[src/rtl/hi_reader_15_seq_if.sv]
// ============================================================================
// Module      : hi_reader_15_seq_if
// Description : ARM-side command and TX bit-stream handshake bundle for the
//               hi_reader_15 transaction sequencer.
// Revision    : 1.0 - initial release
// ============================================================================
`default_nettype none

interface hi_reader_15_seq_if;
    // Exchange control
    logic       start;
    logic       abort;
    logic       busy;
    logic       done;
    logic [1:0] status;

    // TX bit stream: the bit is taken in any cycle where ready and valid are both high
    logic       tx_bit;
    logic       tx_bit_valid;
    logic       tx_last;
    logic       tx_bit_ready;

    // ARM / command side
    modport master (
        output start, abort, tx_bit, tx_bit_valid, tx_last,
        input  tx_bit_ready, busy, done, status
    );

    // Sequencer side
    modport slave (
        input  start, abort, tx_bit, tx_bit_valid, tx_last,
        output tx_bit_ready, busy, done, status
    );
endinterface

`default_nettype wire

[src/rtl/hi_reader_15_seq.sv]
// ============================================================================
// Module      : hi_reader_15_seq
// Description : Reader exchange sequencer for hi_reader_15. Walks one exchange
//               (TX -> GUARD -> LISTEN -> RX -> DONE), serialising ARM bits into
//               BIT_CYCLES-long modulation slots and steering minor_mode.
//               All logic runs on the falling edge of ck_1356meg.
// Revision    : 1.0 - initial release
// ============================================================================
`default_nettype none

module hi_reader_15_seq #(
    parameter int unsigned BIT_CYCLES     = 128,
    parameter int unsigned GUARD_CYCLES   = 1024,
    parameter int unsigned TIMEOUT_CYCLES = 40000,
    parameter int unsigned QUIET_CYCLES   = 512
) (
    input  wire logic         ck_1356meg,
    input  wire logic         rst,
    hi_reader_15_seq_if.slave cmd,
    input  wire logic [3:0]   tx_mod_mode,
    input  wire logic [3:0]   rx_mode,
    input  wire logic         rx_activity,
    output logic [3:0]        minor_mode,
    output logic              ssp_dout_mod,
    output logic [2:0]        state_dbg
);

    typedef enum logic [2:0] {
        S_IDLE   = 3'd0,
        S_TX     = 3'd1,
        S_GUARD  = 3'd2,
        S_LISTEN = 3'd3,
        S_RX     = 3'd4,
        S_DONE   = 3'd5
    } state_t;

    localparam logic [1:0]  c_ST_OK       = 2'b00;
    localparam logic [1:0]  c_ST_TIMEOUT  = 2'b01;
    localparam logic [1:0]  c_ST_UNDERRUN = 2'b10;
    localparam logic [1:0]  c_ST_ABORT    = 2'b11;

    // Terminal counts: each phase lasts exactly N cycles, counter runs 0..N-1
    localparam logic [15:0] c_BIT_END     = 16'(BIT_CYCLES - 1);
    localparam logic [15:0] c_GUARD_END   = 16'(GUARD_CYCLES - 1);
    localparam logic [15:0] c_TIMEOUT_END = 16'(TIMEOUT_CYCLES - 1);
    localparam logic [15:0] c_QUIET_END   = 16'(QUIET_CYCLES - 1);

    state_t      r_state_q;
    logic [15:0] r_cnt_q;
    logic        r_last_q;
    logic [3:0]  r_minor_mode_q;
    logic        r_ssp_q;
    logic        r_ready_q;
    logic        r_busy_q;
    logic        r_done_q;
    logic [1:0]  r_status_q;

    state_t      w_state_d;
    logic [15:0] w_cnt_d;
    logic [15:0] w_cnt_inc;
    logic        w_last_d;
    logic [3:0]  w_minor_mode_d;
    logic        w_ssp_d;
    logic        w_ready_d;
    logic        w_busy_d;
    logic        w_done_d;
    logic [1:0]  w_status_d;
    logic        w_load;
    logic        w_slot_last;

    // Next-state, counter and registered-output computation
    always_comb begin
        w_state_d   = r_state_q;
        w_cnt_inc   = (r_cnt_q == 16'hFFFF) ? r_cnt_q : r_cnt_q + 16'd1;
        w_cnt_d     = w_cnt_inc;
        w_last_d    = r_last_q;
        w_ssp_d     = 1'b0;
        w_status_d  = r_status_q;
        w_load      = (r_state_q == S_TX) && (r_cnt_q == 16'd0);
        // With BIT_CYCLES=1 the load and slot-end cycles coincide, so use the live flag
        w_slot_last = w_load ? cmd.tx_last : r_last_q;

        case (r_state_q)
            S_IDLE: begin
                w_cnt_d = 16'd0;
                if (cmd.start && !cmd.abort) begin
                    w_state_d = S_TX;
                end
            end
            S_TX: begin
                if (cmd.abort) begin
                    w_state_d  = S_DONE;
                    w_status_d = c_ST_ABORT;
                end else if (w_load && !cmd.tx_bit_valid) begin
                    w_state_d  = S_DONE;
                    w_status_d = c_ST_UNDERRUN;
                end else begin
                    w_ssp_d = w_load ? cmd.tx_bit : r_ssp_q;
                    if (w_load) begin
                        w_last_d = cmd.tx_last;
                    end
                    if (r_cnt_q == c_BIT_END) begin
                        // Slot boundary: next cycle is a load cycle or the frame is over
                        w_cnt_d = 16'd0;
                        if (w_slot_last) begin
                            w_state_d = S_GUARD;
                        end
                    end
                end
            end
            S_GUARD: begin
                if (cmd.abort) begin
                    w_state_d  = S_DONE;
                    w_status_d = c_ST_ABORT;
                end else if (r_cnt_q == c_GUARD_END) begin
                    w_state_d = S_LISTEN;
                end
            end
            S_LISTEN: begin
                // Activity on the expiry cycle still counts as a response
                if (cmd.abort) begin
                    w_state_d  = S_DONE;
                    w_status_d = c_ST_ABORT;
                end else if (rx_activity) begin
                    w_state_d = S_RX;
                end else if (r_cnt_q == c_TIMEOUT_END) begin
                    w_state_d  = S_DONE;
                    w_status_d = c_ST_TIMEOUT;
                end
            end
            S_RX: begin
                if (cmd.abort) begin
                    w_state_d  = S_DONE;
                    w_status_d = c_ST_ABORT;
                end else if (rx_activity) begin
                    w_cnt_d = 16'd0;
                end else if (r_cnt_q == c_QUIET_END) begin
                    w_state_d  = S_DONE;
                    w_status_d = c_ST_OK;
                end
            end
            S_DONE: begin
                w_state_d = S_IDLE;
            end
            default: begin
                w_state_d = S_IDLE;
            end
        endcase

        // Every state entry starts its phase counter from zero
        if (w_state_d != r_state_q) begin
            w_cnt_d = 16'd0;
        end

        // minor_mode trails the state by one cycle, in step with ssp_dout_mod
        w_minor_mode_d = (r_state_q == S_TX) ? tx_mod_mode : rx_mode;
        // ready must be high during the load cycle itself, so it looks ahead
        w_ready_d      = (w_state_d == S_TX) && (w_cnt_d == 16'd0);
        w_busy_d       = (w_state_d != S_IDLE);
        w_done_d       = (w_state_d == S_DONE);
    end

    // State and output registers, falling edge like the hi_reader_15 datapath
    always_ff @(negedge ck_1356meg) begin
        if (rst) begin
            r_state_q      <= S_IDLE;
            r_cnt_q        <= 16'd0;
            r_last_q       <= 1'b0;
            r_minor_mode_q <= rx_mode;
            r_ssp_q        <= 1'b0;
            r_ready_q      <= 1'b0;
            r_busy_q       <= 1'b0;
            r_done_q       <= 1'b0;
            r_status_q     <= c_ST_OK;
        end else begin
            r_state_q      <= w_state_d;
            r_cnt_q        <= w_cnt_d;
            r_last_q       <= w_last_d;
            r_minor_mode_q <= w_minor_mode_d;
            r_ssp_q        <= w_ssp_d;
            r_ready_q      <= w_ready_d;
            r_busy_q       <= w_busy_d;
            r_done_q       <= w_done_d;
            r_status_q     <= w_status_d;
        end
    end

    assign minor_mode       = r_minor_mode_q;
    assign ssp_dout_mod     = r_ssp_q;
    assign state_dbg        = r_state_q;
    assign cmd.tx_bit_ready = r_ready_q;
    assign cmd.busy         = r_busy_q;
    assign cmd.done         = r_done_q;
    assign cmd.status       = r_status_q;

endmodule

`default_nettype wire

[src/flat_wrapper.sv]
// flat-port wrapper written by rule: the top's interface ports become plain ports
module hi_reader_15_seq_flat 
#(
    parameter int unsigned BIT_CYCLES     = 128,
    parameter int unsigned GUARD_CYCLES   = 1024,
    parameter int unsigned TIMEOUT_CYCLES = 40000,
    parameter int unsigned QUIET_CYCLES   = 512
)
  (ck_1356meg, rst, tx_mod_mode, rx_mode, rx_activity, minor_mode, ssp_dout_mod, state_dbg, cmd_start, cmd_abort, cmd_tx_bit, cmd_tx_bit_valid, cmd_tx_last, cmd_tx_bit_ready, cmd_busy, cmd_done, cmd_status);
  hi_reader_15_seq_if cmd_i ();
  input  wire logic ck_1356meg;
  input  wire logic rst;
  input  wire logic [3:0] tx_mod_mode;
  input  wire logic [3:0] rx_mode;
  input  wire logic rx_activity;
  output logic [3:0] minor_mode;
  output logic ssp_dout_mod;
  output logic [2:0] state_dbg;
  input wire logic [$bits(cmd_i.start)-1:0] cmd_start;
  input wire logic [$bits(cmd_i.abort)-1:0] cmd_abort;
  input wire logic [$bits(cmd_i.tx_bit)-1:0] cmd_tx_bit;
  input wire logic [$bits(cmd_i.tx_bit_valid)-1:0] cmd_tx_bit_valid;
  input wire logic [$bits(cmd_i.tx_last)-1:0] cmd_tx_last;
  output wire logic [$bits(cmd_i.tx_bit_ready)-1:0] cmd_tx_bit_ready;
  output wire logic [$bits(cmd_i.busy)-1:0] cmd_busy;
  output wire logic [$bits(cmd_i.done)-1:0] cmd_done;
  output wire logic [$bits(cmd_i.status)-1:0] cmd_status;
  assign cmd_i.start = cmd_start;
  assign cmd_i.abort = cmd_abort;
  assign cmd_i.tx_bit = cmd_tx_bit;
  assign cmd_i.tx_bit_valid = cmd_tx_bit_valid;
  assign cmd_i.tx_last = cmd_tx_last;
  assign cmd_tx_bit_ready = cmd_i.tx_bit_ready;
  assign cmd_busy = cmd_i.busy;
  assign cmd_done = cmd_i.done;
  assign cmd_status = cmd_i.status;
  hi_reader_15_seq #(.BIT_CYCLES(BIT_CYCLES), .GUARD_CYCLES(GUARD_CYCLES), .TIMEOUT_CYCLES(TIMEOUT_CYCLES), .QUIET_CYCLES(QUIET_CYCLES)) u_core (.ck_1356meg(ck_1356meg), .rst(rst), .cmd(cmd_i), .tx_mod_mode(tx_mod_mode), .rx_mode(rx_mode), .rx_activity(rx_activity), .minor_mode(minor_mode), .ssp_dout_mod(ssp_dout_mod), .state_dbg(state_dbg));
endmodule
[config.mk]
export PLATFORM = sky130hd
export DESIGN_NAME = hi_reader_15_seq_flat
export DESIGN_NICKNAME = d
export VERILOG_FILES = /design/src/rtl/hi_reader_15_seq_if.sv /design/src/rtl/hi_reader_15_seq.sv /design/src/flat_wrapper.sv
export SDC_FILE = /design/constraint.sdc
export NUM_CORES = 1
export LEC_CHECK = 0
export BUFFER_PORTS_ARGS = -buffer_cell sky130_fd_sc_hd__buf_4
export CAP_MARGIN = 5
export CORE_UTILIZATION = 45
export DETAILED_ROUTE_END_ITERATION = 10
export PLACE_DENSITY = 0.65
export SLEW_MARGIN = 20
export SYNTH_ARGS = -nofsm -noshare
export SYNTH_HDL_FRONTEND = slang
export SYNTH_SLANG_ARGS = --single-unit
[constraint.sdc]
create_clock -name ck_1356meg -period 3.5 [get_ports ck_1356meg]
set_clock_uncertainty 0.15 [all_clocks]
set_input_delay 0.7 -clock ck_1356meg [delete_from_list [all_inputs] [get_ports ck_1356meg]]
set_output_delay 0.7 -clock ck_1356meg [all_outputs]
set_load 0.05 [all_outputs]
==> results of run 1 <==
-- Yosys cell counts (3+ instances only) --
library cell | number | share of area, %
dfxtp_1 | 30 | 30
nor2_1 | 23 | 4.3
nor3_1 | 17 | 4.3
nand2_1 | 14 | 2.6
nand4_1 | 10 | 3.1
a21oi_1 | 9 | 2.3
nor4_1 | 9 | 2.8
buf_2 | 8 | 2.0
xnor2_1 | 7 | 3.1
inv_1 | 6 | 1.1
nand3_1 | 6 | 1.5
o21ai_0 | 6 | 1.5
a31oi_1 | 5 | 1.6
and3_1 | 5 | 1.6
mux2_2 | 5 | 2.8
nand2b_1 | 5 | 1.6
buf_4 | 4 | 1.5
clkbuf_1 | 4 | 0.75
o211ai_1 | 4 | 1.5
o21a_1 | 4 | 1.5
a22oi_1 | 3 | 1.1
buf_6 | 3 | 1.7
mux2i_1 | 3 | 1.5
nor2b_1 | 3 | 0.94
o211a_1 | 3 | 1.5
o31a_1 | 3 | 1.3
or4_1 | 3 | 1.1
-- area by class of cell --
class	instances	share of cell area, %
multi-input cells	186	50.2
flip-flops and latches	30	21.5
repair buffers	55	17.3
clock inverters	33	5.58
clock buffers	5	2.46
well taps	50	2.23
inverters	5	0.670
-- path summary, 6_finish.rpt --
check	start	end	slack, ps	cells after the start
hold reg to reg	u_core.cmd.status[1]	u_core.cmd.status[1]	330	2
hold / removal	u_core.cmd.status[1]	u_core.cmd.status[1]	330	2
setup / recovery	rx_activity	u_core.r_cnt_q[5]	-110	8
setup reg to reg	u_core.r_cnt_q[1]	u_core.cmd.tx_bit_ready	400	7
-- power groups by stage --
stage | sequential [mW] | clock, mW | combinational (mW)
2_1_floorplan | 0.437 | 0.0541 | 0.105
3_3_place_gp | 0.376 | 0.0541 | 0.268
3_5_place_dp | 0.376 | 0.0541 | 0.270
4_1_cts | 0.372 | 0.506 | 0.284
5_1_grt | 0.376 | 0.551 | 0.325
6_report | 0.374 | 0.486 | 0.306
-- kinds of logic after synthesis --
group	Yosys count	synth area share [%]
flip-flops	30	30.1
buffers and inverters	25	7.08
adder cells (fa/ha/maj)	2	1.25
AND/OR/NAND/NOR	114	33.8
multiplexers	8	4.32
AO/OA/AOI/OAI	53	19.6
XOR/XNOR	9	3.95
-- layer usage --
layer	wire [um]	vias up	global-route usage, %	share of wire [%]
li1	-	1053	-	-
met1	2420	1005	28.8	44
met2	2690	62	38.6	49
met3	307	16	10.2	5.5
met4	127	0	14.1	2.3
met5	0	-	0	0
-- flip-flops by register name (all words and copies together) (netlist names) --
name / count
u_core.minor_mode: 4
u_core.r_cnt_q: 16
u_core.cmd.status: 2
u_core.r_last_q: 1
u_core.ssp_dout_mod: 1
u_core.cmd.busy: 1
u_core.cmd.tx_bit_ready: 1
u_core.state_dbg: 3
u_core.cmd.done: 1
-- repair_timing --
item,4_1_cts,5_1_grt
pin swaps,6,9
setup buffers,1,1
hold buffers,0,0
resized for setup,18,27
setup endpoints to repair,21,30
cloned,0,0
-- critical path: stages --
cell,delay (ps)
buf_8,110
nor2_4,70
a22oi_2,60
or4_4,440
nand3_2,100
o31a_1,200
buf_6,180
nor4_2,60
==> results.py, run 1 <==
metrics = {
    "pwr": {
        "peakVddDrop_uv": 321,
        "clkPwrFrac_pct": 41.7,
        "switchingPower_mw": 0.411,
        "combPwrFrac_pct": 26.2,
        "p_leak_nw": 1.20,
        "pwr-share-seq_pct": 32.1,
        "p_int_mw": 0.754,
        "p_sw_share_pct": 35.3,
        "p_per_area_mw_per_mm2": 416,
        "totalPowerFinal_mw": 1.17,
    },
    "timing": {
        "layout_setup_ws_ps": -106,
        "relSlewSlack_pct": 53.3,
        "setup_viol": 19,
        "rsz0062_at_grt": "true",
        "maxSlewViolCount": 0,
        "worst_slew_pin_slew_ps": 695,
        "hold_viol_final": 0,
        "hold_slack_ps": 330,
        "finalSetupTns_ps": -1430,
    },
    "floorplanning": {
        "std_cell_rows": 23,
        "core_mm2": 0.00414,
        "dieArea_mm2": 0.00471,
        "start_util_pct": 48.2,
        "die_h_um": 68.6,
        "ios": 29,
        "die_width_um": 68.6,
    },
    "global_route": {
        "first_global_vias": 2011,
        "grt_max_degree": 24,
        "grt_use_total_pct": 24.9,
        "grt_pass1_wl_mm": 8.72,
        "grt-ovfl-total": 0,
        "antenna_found_initial": 0,
    },
    "yosys": {
        "synth_edf_count": 0,
        "synth_ff_type": "dfxtp_1",
        "synth-seq-cells": 30,
        "syn_area_per_cell_um2": 8.29,
        "synthCells": 241,
        "syn-cell-area_mm2": 0.00200,
        "synthArstFlopShare_pct": 0,
        "synth_warnings": 0,
        "synth_nets": 259,
        "ys_seq_area_share_pct": 30.1,
        "synthDistinctLibCells": 56,
    },
    "setup_path": {
        "criticalPathCategory": "in -> reg",
        "worst_ep_arrival_time_ps": 1920,
        "required_ps": 1820,
        "cp_max_fo": 8,
        "critPathLaunchType": "primary input",
        "endpoint_kind": "flip-flop",
    },
    "clock_tree": {
        "ctsHtreeMaxLevel": 2,
        "path_clk_slew_ps": 30,
        "cts_root_buf": "clkbuf_8",
        "clock_sinks": 30,
        "numCtsBuffers": 5,
        "clk_path_buf_depth": 2,
        "cts_tree": "built",
        "clkLatencyLatePin_ps": 350,
    },
    "run_status": {
        "status": "complete, but fails checks",
        "violations": "negative setup slack",
    },
    "placed_design": {
        "placed_area_mm2": 0.00236,
        "io_buffers": 28,
        "dpl_worst_slack_ps": -494,
        "hpwlAfterDp_mm": 3.67,
        "dpl.cell_count": 325,
        "gp_congestion": 0.958,
    },
    "finish": {
        "drive_above_1_share_pct": 33.8,
        "diodes": 0,
        "multi_input_area_mm2": 0.00141,
        "fill_cells": 349,
        "final_area_mm2": 0.00280,
        "regArea_um2": 603,
        "final_common_cell": "buf_4",
        "area_growth_pct": 40.2,
        "post-route-util_pct": 67.6,
        "nNetsFinal": 331,
        "fin_cells": 364,
        "final_cell_mix": "40 x buf_4, 35 x inv_1, 28 x dfxtp_1",
    },
    "min_path": {
        "hp-class": "reg -> reg",
    },
    "flow_run": {
        "cap_violations": 0,
    },
    "drt": {
        "via_per_inst": 5.87,
        "routed_wl_mm": 5.55,
        "drt-pass1-iter-count": 4,
        "ant_nets": 0,
        "wl_per_cell_um": 15.2,
        "drtIter0Drc": 113,
        "vias": 2136,
        "drcViolationCount": 0,
    },
}
Power figures use the tool's default switching activity.
==> run 2: changes to the inputs <==
--- a/config.mk
+++ b/config.mk
@@ -6,10 +6,10 @@
 export NUM_CORES = 1
 export LEC_CHECK = 0
 export BUFFER_PORTS_ARGS = -buffer_cell sky130_fd_sc_hd__buf_4
-export CAP_MARGIN = 5
+export CAP_MARGIN = 20
 export CORE_UTILIZATION = 45
 export DETAILED_ROUTE_END_ITERATION = 10
-export PLACE_DENSITY = 0.65
+export PLACE_DENSITY = 0.68
 export SLEW_MARGIN = 20
 export SYNTH_ARGS = -nofsm -noshare
 export SYNTH_HDL_FRONTEND = slang
==> constraint.sdc (replaced) <==
create_clock -name ck_1356meg -period 3.1 [get_ports ck_1356meg]
set_clock_uncertainty 0.15 [all_clocks]
set_input_delay 0.62 -clock ck_1356meg [delete_from_list [all_inputs] [get_ports ck_1356meg]]
set_output_delay 0.62 -clock ck_1356meg [all_outputs]
set_load 0.05 [all_outputs]
==> run 2 against run 1 <==
Net effect: the flow still finishes with violations (negative setup slack); combinational power rose by 12%; critical path depth did not move; cell count is the same; non-clock buffer count up 1; first-iteration DRC count up 12%; die area unchanged; global-route usage is 1.8 points higher; via count increased by 0.66%; flip-flop and latch count unchanged; setup slack worse by 120 ps; count of clock-buffer cells in the layout stayed put; sequential power up 16%.
==> results.py, run 2 (same netlist as run 1, synthesis figures left out) <==
metrics = {
    "drt": {
        "vias": 2150,
        "wl_per_cell_um": 15.9,
        "drtIter0Drc": 127,
        "drt-pass1-iter-count": 4,
        "drcViolationCount": 0,
        "via_per_inst": 5.91,
        "routed_wl_mm": 5.77,
        "ant_nets": 0,
    },
    "global_route": {
        "grt_use_total_pct": 26.7,
        "antenna_found_initial": 0,
        "grt-ovfl-total": 0,
        "grt_pass1_wl_mm": 9.25,
        "grt_max_degree": 13,
        "first_global_vias": 2063,
    },
    "finish": {
        "final_area_mm2": 0.00283,
        "final_cell_mix": "36 x buf_4, 35 x inv_1, 21 x nor2_1",
        "post-route-util_pct": 68.4,
        "largest_reg_flops": 16,
        "nNetsFinal": 332,
        "final_common_cell": "buf_4",
        "drive_above_1_share_pct": 36.0,
        "diodes": 0,
        "area_growth_pct": 41.8,
        "top_register": "u_core.r_cnt_q",
    },
    "flow_run": {
        "cap_violations": 0,
    },
    "min_path": {
        "hold_path_depth": 2,
        "min-delay-start": "u_core.cmd.status[1]",
        "hp-class": "reg -> reg",
        "min_to": "u_core.cmd.status[1]",
    },
    "floorplanning": {
        "die_h_um": 68.6,
        "die_width_um": 68.6,
        "start_util_pct": 48.2,
        "dieArea_mm2": 0.00471,
        "core_mm2": 0.00414,
        "ios": 29,
        "std_cell_rows": 23,
    },
    "clock_tree": {
        "ctsHtreeMaxLevel": 2,
        "path_clk_slew_ps": 30,
        "numCtsBuffers": 5,
        "clock_sinks": 30,
        "clkLatencyLatePin_ps": 360,
        "cts_tree": "built",
        "clk_path_buf_depth": 2,
        "cts_root_buf": "clkbuf_8",
    },
    "timing": {
        "worst_slew_pin_slew_ps": 678,
        "layout_setup_ws_ps": -225,
        "rsz0062_at_grt": "true",
        "setup_viol": 35,
        "relSlewSlack_pct": 54.4,
        "hold_viol_final": 0,
        "maxSlewViolCount": 0,
    },
    "run_status": {
        "violations": "negative setup slack",
        "status": "complete, but fails checks",
    },
    "pwr": {
        "combPwrFrac_pct": 27.9,
        "p_per_area_mw_per_mm2": 436,
        "switchingPower_mw": 0.462,
        "pwr-share-seq_pct": 34.9,
        "clkPwrFrac_pct": 37.2,
        "p_sw_share_pct": 37.4,
        "p_leak_nw": 1.21,
        "peakVddDrop_uv": 248,
        "p_int_mw": 0.774,
    },
    "placed_design": {
        "hpwlAfterDp_mm": 3.82,
        "placed_area_mm2": 0.00237,
        "io_buffers": 28,
        "gp_congestion": 0.917,
    },
    "setup_path": {
        "criticalPathCategory": "in -> reg",
        "required_ps": 1620,
        "worst_ep_arrival_time_ps": 1850,
        "reg2regPathDepth": 7,
        "reg2reg_to": "u_core.cmd.tx_bit_ready",
        "cp_max_fo": 6,
        "endpoint_kind": "flip-flop",
        "critPathLaunchType": "primary input",
        "worstReg2RegStart": "u_core.r_cnt_q[1]",
        "reg2reg_slack_ps": 140,
    },
}
[run 2: stage by stage]
stage	hold WS [ps]	worst slack, ps	power, mW	setup TNS [ps]	std cells
finish	329	-225	1.24	-4270	364
global placement	322	-555	0.775	-12480	326
floorplan	311	-395	0.674	-7070	241
CTS	333	-194	1.22	-3700	363
global route	381	-269	1.32	-5560	364
detailed placement	322	-636	0.776	-13120	326
[run 2: power groups by stage]
stage | logic [mW] | clock network, mW | registers [mW]
after detailed placement | 0.290 | 0.0611 | 0.424
after global placement | 0.289 | 0.0611 | 0.424
after global routing | 0.364 | 0.522 | 0.434
after floorplan | 0.119 | 0.0611 | 0.494
after CTS | 0.321 | 0.475 | 0.427
final | 0.344 | 0.460 | 0.432
[run 2: layout make-up]
type                       count  area [um2]
timing repair buffer          56         553
tap                           50        62.6
sequential                    30         617
clock buffer                   5        68.8
clock inverter                32         124
inverter                       5        18.8
multi-input combinational    186        1390
fill                         348        1310
[run 2: how the worst max path moves through the flow]
stage,startpoint,endpoint,slack (ps),cells after the start
after detailed placement,cmd_start,u_core.r_cnt_q[6],-640,8
after global placement,cmd_start,u_core.r_cnt_q[6],-550,8
after floorplan,cmd_abort,u_core.r_cnt_q[10],-400,6
final,rx_activity,u_core.r_cnt_q[12],-220,8
after CTS,cmd_start,u_core.r_cnt_q[6],-190,8
after global routing,cmd_start,u_core.cmd.busy,-270,8
[run 2: layer usage]
| metal | global-route usage [%] | wire length [um] |
|---|---|---|
| met2 | 41.7 | 2820 |
| met3 | 8.88 | 352 |
| met4 | 15.4 | 96 |
| met5 | 0 | 0 |
| met1 | 31.9 | 2510 |
[run 2: what timing repair did]
action,4_1_cts,5_1_grt
pin swaps,11,6
hold buffers,0,0
setup endpoints to repair,35,37
resized for setup,49,19
setup buffers,1,1
endpoints found under the hold margin,0,0
[run 2: critical path, stage by stage]
cell     delay [ps]
buf_6           100
nor2_4           70
a22oi_1          70
or4_4           450
nand3_2          90
o31a_1          210
buf_6           170
nor3_1           50
